$ cat src/rtl/booth_mac_acc.sv
// Saturating group accumulator behind a fixed-latency Booth multiplier.
// A {valid,last} tag pipeline tracks each beat; a credit-protected FWFT FIFO delivers the group sums.
module booth_mac_acc #(
   parameter int PROD_W     = 16,
   parameter int ACC_W      = 24,
   parameter int LAT        = 4,
   parameter int FIFO_DEPTH = 4
) (
   input  logic              clk_i,
   input  logic              rst_i,
   input  logic              issue_valid_i,
   input  logic              issue_last_i,
   output logic              issue_ready_o,
   input  logic [PROD_W-1:0] product_i,
   output logic [ACC_W-1:0]  acc_data_o,
   output logic              acc_ovf_o,
   output logic              acc_valid_o,
   input  logic              acc_ready_i,
   output logic              busy_o
);

   localparam int PTR_W = (FIFO_DEPTH > 1) ? $clog2(FIFO_DEPTH) : 1;
   localparam int CNT_W = $clog2(FIFO_DEPTH + 1);
   localparam int CRD_W = $clog2(LAT + FIFO_DEPTH + 1) + 1;

   logic [LAT-1:0]   tagValid_q, tagLast_q;
   logic [ACC_W-1:0] acc_q, acc_d;
   logic             ovf_q, ovf_d;
   logic             groupOpen_q, groupOpen_d;
   logic [ACC_W:0]   mem_q [FIFO_DEPTH];
   logic [PTR_W-1:0] wrPtr_q, rdPtr_q;
   logic [CNT_W-1:0] count_q;

   logic             accept;
   logic [ACC_W:0]   sumExt;
   logic             clampNow;
   logic [ACC_W-1:0] satSum;
   logic             push, pop, fifoEmpty;
   logic [CRD_W-1:0] lastsInflight, credit;

   assign accept    = issue_valid_i & issue_ready_o;
   assign fifoEmpty = (count_q == '0);
   assign push      = tagValid_q[LAT-1] & tagLast_q[LAT-1];
   assign pop       = acc_ready_i & ~fifoEmpty;

   // Credits reserve a FIFO slot for every last already issued, so pushes never meet a full FIFO.
   always_comb begin
      lastsInflight = '0;
      for (int k = 0; k < LAT; k++) begin
         lastsInflight = lastsInflight + CRD_W'(tagLast_q[k]);
      end
      credit        = lastsInflight + CRD_W'(count_q);
      issue_ready_o = (credit < CRD_W'(FIFO_DEPTH));
   end

   // One guard bit above the accumulator detects overflow; clamp toward the sign of the true sum.
   always_comb begin
      sumExt   = {acc_q[ACC_W-1], acc_q} + {{(ACC_W+1-PROD_W){product_i[PROD_W-1]}}, product_i};
      clampNow = sumExt[ACC_W] ^ sumExt[ACC_W-1];
      satSum   = sumExt[ACC_W-1:0];
      if (clampNow) begin
         satSum = sumExt[ACC_W] ? {1'b1, {(ACC_W-1){1'b0}}} : {1'b0, {(ACC_W-1){1'b1}}};
      end
   end

   always_comb begin
      acc_d       = acc_q;
      ovf_d       = ovf_q;
      groupOpen_d = groupOpen_q;
      if (tagValid_q[LAT-1]) begin
         if (tagLast_q[LAT-1]) begin
            acc_d       = '0;
            ovf_d       = 1'b0;
            groupOpen_d = 1'b0;
         end else begin
            acc_d       = satSum;
            ovf_d       = ovf_q | clampNow;
            groupOpen_d = 1'b1;
         end
      end
   end

   always_ff @(posedge clk_i or posedge rst_i) begin
      if (rst_i) begin
         tagValid_q  <= '0;
         tagLast_q   <= '0;
         acc_q       <= '0;
         ovf_q       <= 1'b0;
         groupOpen_q <= 1'b0;
         wrPtr_q     <= '0;
         rdPtr_q     <= '0;
         count_q     <= '0;
      end else begin
         tagValid_q  <= {tagValid_q[LAT-2:0], accept};
         tagLast_q   <= {tagLast_q[LAT-2:0], accept & issue_last_i};
         acc_q       <= acc_d;
         ovf_q       <= ovf_d;
         groupOpen_q <= groupOpen_d;
         if (push) wrPtr_q <= wrPtr_q + 1'b1;
         if (pop)  rdPtr_q <= rdPtr_q + 1'b1;
         if (push && !pop)      count_q <= count_q + 1'b1;
         else if (!push && pop) count_q <= count_q - 1'b1;
      end
   end

   always_ff @(posedge clk_i) begin
      if (push) mem_q[wrPtr_q] <= {ovf_q | clampNow, satSum};
   end

   assign acc_valid_o = ~fifoEmpty;
   assign acc_data_o  = fifoEmpty ? '0 : mem_q[rdPtr_q][ACC_W-1:0];
   assign acc_ovf_o   = fifoEmpty ? 1'b0 : mem_q[rdPtr_q][ACC_W];
   assign busy_o      = (|tagValid_q) | groupOpen_q | ~fifoEmpty;

   pushNeverFull: assert property (@(posedge clk_i) disable iff (rst_i)
      push |-> (count_q != CNT_W'(FIFO_DEPTH)));

endmodule

$ cat config.mk
export PLATFORM = sky130hd
export DESIGN_NAME = booth_mac_acc
export DESIGN_NICKNAME = d
export VERILOG_FILES = /design/src/rtl/booth_mac_acc.sv
export SDC_FILE = /design/constraint.sdc
export NUM_CORES = 1
export LEC_CHECK = 0
export ABC_AREA = 1
export BUFFER_PORTS_ARGS = -buffer_cell sky130_fd_sc_hd__buf_2
export CAP_MARGIN = 20
export CELL_PAD_IN_SITES_DETAIL_PLACEMENT = 2
export CELL_PAD_IN_SITES_GLOBAL_PLACEMENT = 2
export CORE_ASPECT_RATIO = 1.1
export CORE_MARGIN = 10
export CORE_UTILIZATION = 38
export DETAILED_ROUTE_END_ITERATION = 8
export PLACE_DENSITY = 0.89
export SLEW_MARGIN = 40
export SYNTH_ARGS = -nofsm -noshare
export SYNTH_HDL_FRONTEND = slang
export SYNTH_SLANG_ARGS = --single-unit
$ cat constraint.sdc
create_clock -name clk_i -period 2.7 [get_ports clk_i]
set_input_delay 0.135 -clock clk_i [delete_from_list [all_inputs] [get_ports clk_i]]
set_output_delay 0.135 -clock clk_i [all_outputs]
set_load 0.02 [all_outputs]
# [Word level (Yosys, flattened, before mapping)]
# Memory sizes are Yosys's and may differ from the RTL's.
# Index checks and enable logic that the tools add are counted.
[classes] n_addsub=9 order_cmp=1 mux=11 bitwise_logic=9 n_reduce_logical=7
[ops] cell="two-way mux 24 bit" n=4
[ops] cell="adder 24 x 16 -> 25 bit" n=1
[ops] cell="two-way mux 3 bit" n=2
[ops] cell="adder 4 x 3 -> 5 bit" n=1
[ops] cell="< comparator 5 x 3 -> 1 bit, second input constant" n=1
[ops] cell="two-way mux 1 bit" n=5
[ops] cell="adder 2 x 1 -> 2 bit, second input constant" n=2
[ops] cell="adder 3 x 1 -> 4 bit" n=1
[ops] cell="AND 1 bit" n=4
[ops] cell="OR reduction 4 bit" n=1
[ops] cell="adder 2 x 1 -> 3 bit" n=1
[ops] cell="adder 3 x 1 -> 3 bit, second input constant" n=1
[ops] cell="logical NOT 3 bit" n=1
[ops] cell="bitwise OR 1 bit" n=3
[ops] cell="subtractor 3 x 1 -> 3 bit, second input constant" n=1
[ops] cell="adder 1 x 1 -> 2 bit" n=1
[ops] cell="logical AND 1 bit" n=2
[ops] cell="logical NOT 1 bit" n=2
[ops] cell="nonzero test 2 bit" n=1
[ops] cell="inverter 1 bit" n=1
[ops] cell="XOR 1 bit" n=1
[word_totals] ff_bits=41 mem_bits_rw=100 input_bits=21 output_inout_bits=28 word_cells=46 memories=1
[mem_list] memory="mem_q" depth=4 word_bits=25 rd=1 rd_ports_with_merged_regs=0 write_ports=1 line="30" text="logic [ACC_W:0] mem_q [FIFO_DEPTH];"

# [Depth between registers and ports, before layout]
[logic_depth] depth_word=7 ltp_mapped=18 depth_no_buf=17

# [Worst setup path before layout]
# OpenSTA, ideal clock, no wires.
[synth_path] kind="register to register" from="register count_q[0]" to="register count_q[2]" setup_time_ns=0.124 arrival_ns=2.315 required_time_ns=2.576 setup_slack_ns=0.260 path_stages_with_launch=10 path_buffers=0 period_less_slack_ns=2.440 cell_sequence="dfrtp_1 nor3_1 inv_1 nand2_1 ha_1 inv_1 fa_1 a21oi_1 o21ai_0 xnor2_1"
[synth_via] elab_chain_cells=6 word_cells_on_any_way=11 classes_between="add/sub: 2; mux: 2; bitwise: 2; reduce/logical: 5"
[synth_rtl] element="start: declaration" line="32" text="logic [CNT_W-1:0] count_q;"
[synth_rtl] element="start signal: assignment" line="101" text="if (push && !pop) count_q <= count_q + 1'b1;"
[synth_rtl] element="start signal: assignment" line="102" text="else if (!push && pop) count_q <= count_q - 1'b1;"
[synth_rtl] element="logical NOT 3 bit *" line="42" text="assign fifoEmpty = (count_q == '0);"
[synth_rtl] element="inverter 1 bit *"
[synth_rtl] element="named net acc_valid_o" line="17" text="output logic acc_valid_o,"
[synth_rtl] element="AND 1 bit *" line="44" text="assign pop = acc_ready_i & ~fifoEmpty;"
[synth_rtl] element="logical NOT 1 bit" line="101"
[synth_rtl] element="logical AND 1 bit" line="101"
[synth_rtl] element="two-way mux 3 bit or nonzero test 2 bit (tied branches)"
# Mark *: on every way through the listed nets, which the timed path passes. The rest lies on a longest branch. The select of a mux whose other input is x is not followed.
# A chain may end at the register's enable or synchronous reset.

# [Worst setup path after layout]
[layout_path] from="register acc_q[19]" to="register acc_q[2]"
[layout_via] elab_chain_cells=4 word_cells_on_any_way=5 classes_between="add/sub: 1; mux: 3; bitwise: 1"
[layout_rtl] element="start: declaration" line="27" text="logic [ACC_W-1:0] acc_q, acc_d;"
[layout_rtl] element="start signal: assignment" line="87" text="acc_q <= '0;"
[layout_rtl] element="start signal: assignment" line="96" text="acc_q <= acc_d;"
[layout_rtl] element="adder 24 x 16 -> 25 bit *" line="58" text="sumExt = {acc_q[ACC_W-1], acc_q} + {{(ACC_W+1-PROD_W){product_i[PROD_W-1]}}, product_i};"
[layout_rtl] element="two-way mux 24 bit or XOR 1 bit (tied branches)" line="62, 59"
[layout_rtl] element="two-way mux 24 bit *" line="61" text="if (clampNow) begin"
[layout_rtl] element="named net satSum[2]" line="37" text="logic [ACC_W-1:0] satSum;"
[layout_rtl] element="two-way mux 24 bit *" line="71" text="if (tagLast_q[LAT-1]) begin"
# Mark *: on every way through the listed nets, which the timed path passes. The rest lies on a longest branch.

==> out/results.ini <==
[outcome]
status=complete, but fails checks
violations=negative setup slack

[power_and_ir_drop]
ir_drop_uv=902.0
leakagePower_nw=3.848
power_per_cell_area_nw_per_um2=1562

[synthesis]
synthTopCellsByArea=edfxtp_1 (41%), dfrtp_1 (14%), nand2_1 (11%), nor2_1 (7.1%), ha_1 (5.3%)
syn_inst=822
async_flop_share=0.2908
syn_area_um2=7318
yosysUniqueCellTypes=32
yosysTopAreaCell=edfxtp_1
syn-num-nets=877
synth-edff-count=100
synth_warnings=0
yosysSeqAreaShare=0.5505
syn_avg_cell_area_um2=8.903
yosysMostFrequentCell=nand2_1
synth_common_cells=nand2_1 (214), nor2_1 (138), edfxtp_1 (100)
yosysTopAreaCellShare=0.4103
synth_ff_type=edfxtp_1
synth_seq_cells=141

[setup_path]
crit_top_cell=nand2_1
worstReg2RegEnd=acc_q[2]
ff2ff_setup_slack_ps=-120
rr_startpoint=acc_q[19]
crit_start=acc_q[19]
worstPathMaxFanout=10
worstPathArrival_ps=3120
crit_cells=15
critPathCaptureType=flip-flop
critPathBufInv=1
path_cells=ha_2 > nand2_1 > nor2_1 > nand2_1 > nor2_1 > nand2_2 > nand3_1 > nand2_2 > nand2_4 > nand2_4 > buf_6 > nand3_1 > nand2_2 > nand2_1 > nand2_1
slowest_stage=dfrtp_1
rr_worst_depth=15
max_stage_delay_ps=410
crit_path_end=acc_q[2]
cp_data_required_time_ps=3000
cp-start-kind=flip-flop
criticalPathCategory=reg -> reg
critPathTopFamily=simple AND/OR/NAND/NOR gates

[route]
drcViolationCount=0
wl_met2_mm=16.39
viasPerCell=5.710
wl_per_cell_um=27.69
drt_first_pass_iters=5
wl_mm=32.04
vias=6607
drtIter0Drc=532
met3_length_mm=1.419
wl_met1_mm=13.33
ant_nets=0
top_layer=met4

[die]
fp-row-count=53
die_w_um=152.3
core_um2=19030
dieArea_um2=25220
die_y_um=165.6
ios=49
initial_core_util=0.3845

[timing]
period_share=1.044
clock-skew-final_ps=19.10
max-slew-margin-rel=0.5623
setup_ws_ps=-119.1
finalSetupViolations=90
whs_ps=15.73
worstMarginPinSlew_ps=656.5
max_freq_mhz=354.7
fin_crit_ps=2819
slew_violations=0
hold_viol=0

[cts]
clkSinkCount=141
cts_buffers=17
tritoncts=built
clk_pin_slew_ps=80
root_buffer=clkbuf_16
cts_max_path_buffers=2
htree_levels=4
clk_latency_ps=440

[cells_and_area]
drive_above_1_share=0.2044
instances_no_fill=1157
final_area_um2=8951
syn2layout_area_growth_pct=22.31
diodes=0
nNetsFinal=952

[placed_design]
gp_congestion=0.8466
portBuffers=48
placed_cell_area_um2=8003
dp.cells=1117
dp_hpwl_mm=18.84

[grt]
antenna_found_initial=0
grt_pass1_wl_mm=45.39
grtUsageTotal=0.2332
overflow=0
grt_pass1_vias=7276
grt_max_degree=52

[flow_run]
drv_cap=0

[worst_hold_path]
hold_class=in -> reg

-- final cells by class --
class / count / area (µm²)
flip-flops and latches: 141 / 4029
clock inverters: 13 / 116.4
repair buffers: 82 / 561.8
inverters: 69 / 261.5
clock buffers: 19 / 454.2
fillers: 2021 / 10080
multi-input cells: 586 / 3219
well taps: 247 / 309.0
-- cell usage in the layout, fill, tap and decap left out, types with 19 or more instances in the layout --
master / n
buf_2: 48
clkbuf_16: 19
nand2_2: 26
nand3_1: 21
nand2_1: 188
dfrtp_1: 41
buf_4: 26
o21ai_0: 61
edfxtp_1: 100
nor2_1: 127
inv_1: 65
a21oi_1: 50
-- stage by stage --
| stage | setup TNS (ps) | utilization | setup WS (ps) | power (W) |
|---|---|---|---|---|
| after floorplan | 0 | - | 260.4 | 0.007642 |
| after global routing | -12590 | 0.4703 | -172.2 | 0.01466 |
| final | -3940 | 0.4703 | -119.1 | 0.01399 |
| after CTS | 0 | 0.4552 | 3.029 | 0.01312 |
| after global placement | 0 | 0.4204 | 235.6 | 0.009679 |
| after detailed placement | -1704 | 0.4205 | -73.46 | 0.01029 |
-- sequential cells by signal, summed over array words and instances (netlist names) --
register and count:
mem_q 100, rdPtr_q 2, tagValid_q 4, acc_q 24, ovf_q 1, wrPtr_q 2
tagLast_q 4, groupOpen_q 1, count_q 3
-- worst min-delay path by stage --
stage,from,cells after the start,end,slack (ps)
after global placement,tagValid_q[1],0,tagValid_q[2],360
after detailed placement,rst_i,2,acc_q[17],250
after floorplan,issue_valid_i,1,tagValid_q[0],270
final,acc_ready_i,3,rdPtr_q[0],20
after CTS,acc_ready_i,3,rdPtr_q[0],4
after global routing,acc_ready_i,3,rdPtr_q[0],40
-- cell families after synthesis --
| group | synth area share |
|---|---|
| simple gates | 0.2248 |
| flops | 0.5505 |
| compound gates | 0.08925 |
| buf+inv | 0.05112 |
| fa+ha+maj | 0.06121 |
| xor+xnor | 0.02154 |
| mux | 0.001539 |
-- where the power goes --
part	switching (W)	leakage, nW	internal [W]	total, W
Clock	0.00107	0.282	0.00133	0.00239
Sequential	0.000372	1.40	0.00333	0.00370
Combinational	0.00556	2.16	0.00234	0.00789
Total	0.00700	3.85	0.00699	0.0140
-- timing repair --
item | 4_1_cts | 5_1_grt
cloned | 0 | 1
setup endpoints to repair | 121 | 119
gates resized for setup | 18 | 52
pin swaps | 2 | 8
endpoints found under the hold margin | 43 | 0
setup buffers | 1 | 3
hold buffers | 3 | 0
-- routing by layer --
layer  up-vias  track usage
met4         0      0.08187
met1      3438       0.2853
li1       2864            -
met2       240       0.4137
met5         -            0
met3        65      0.03238
-- worst reg2reg max path, stage by stage, from the launching register on --
cell and delay (ps):
dfrtp_1 410, ha_2 390, nand2_1 150, nor2_1 250, nand2_1 140, nor2_1 180, nand2_2 100, nand3_1 110
nand2_2 120, nand2_4 120, nand2_4 90, buf_6 160, nand3_1 110, nand2_2 130, nand2_1 120, nand2_1 110
Note: power is estimated with default switching activity, not from simulation.
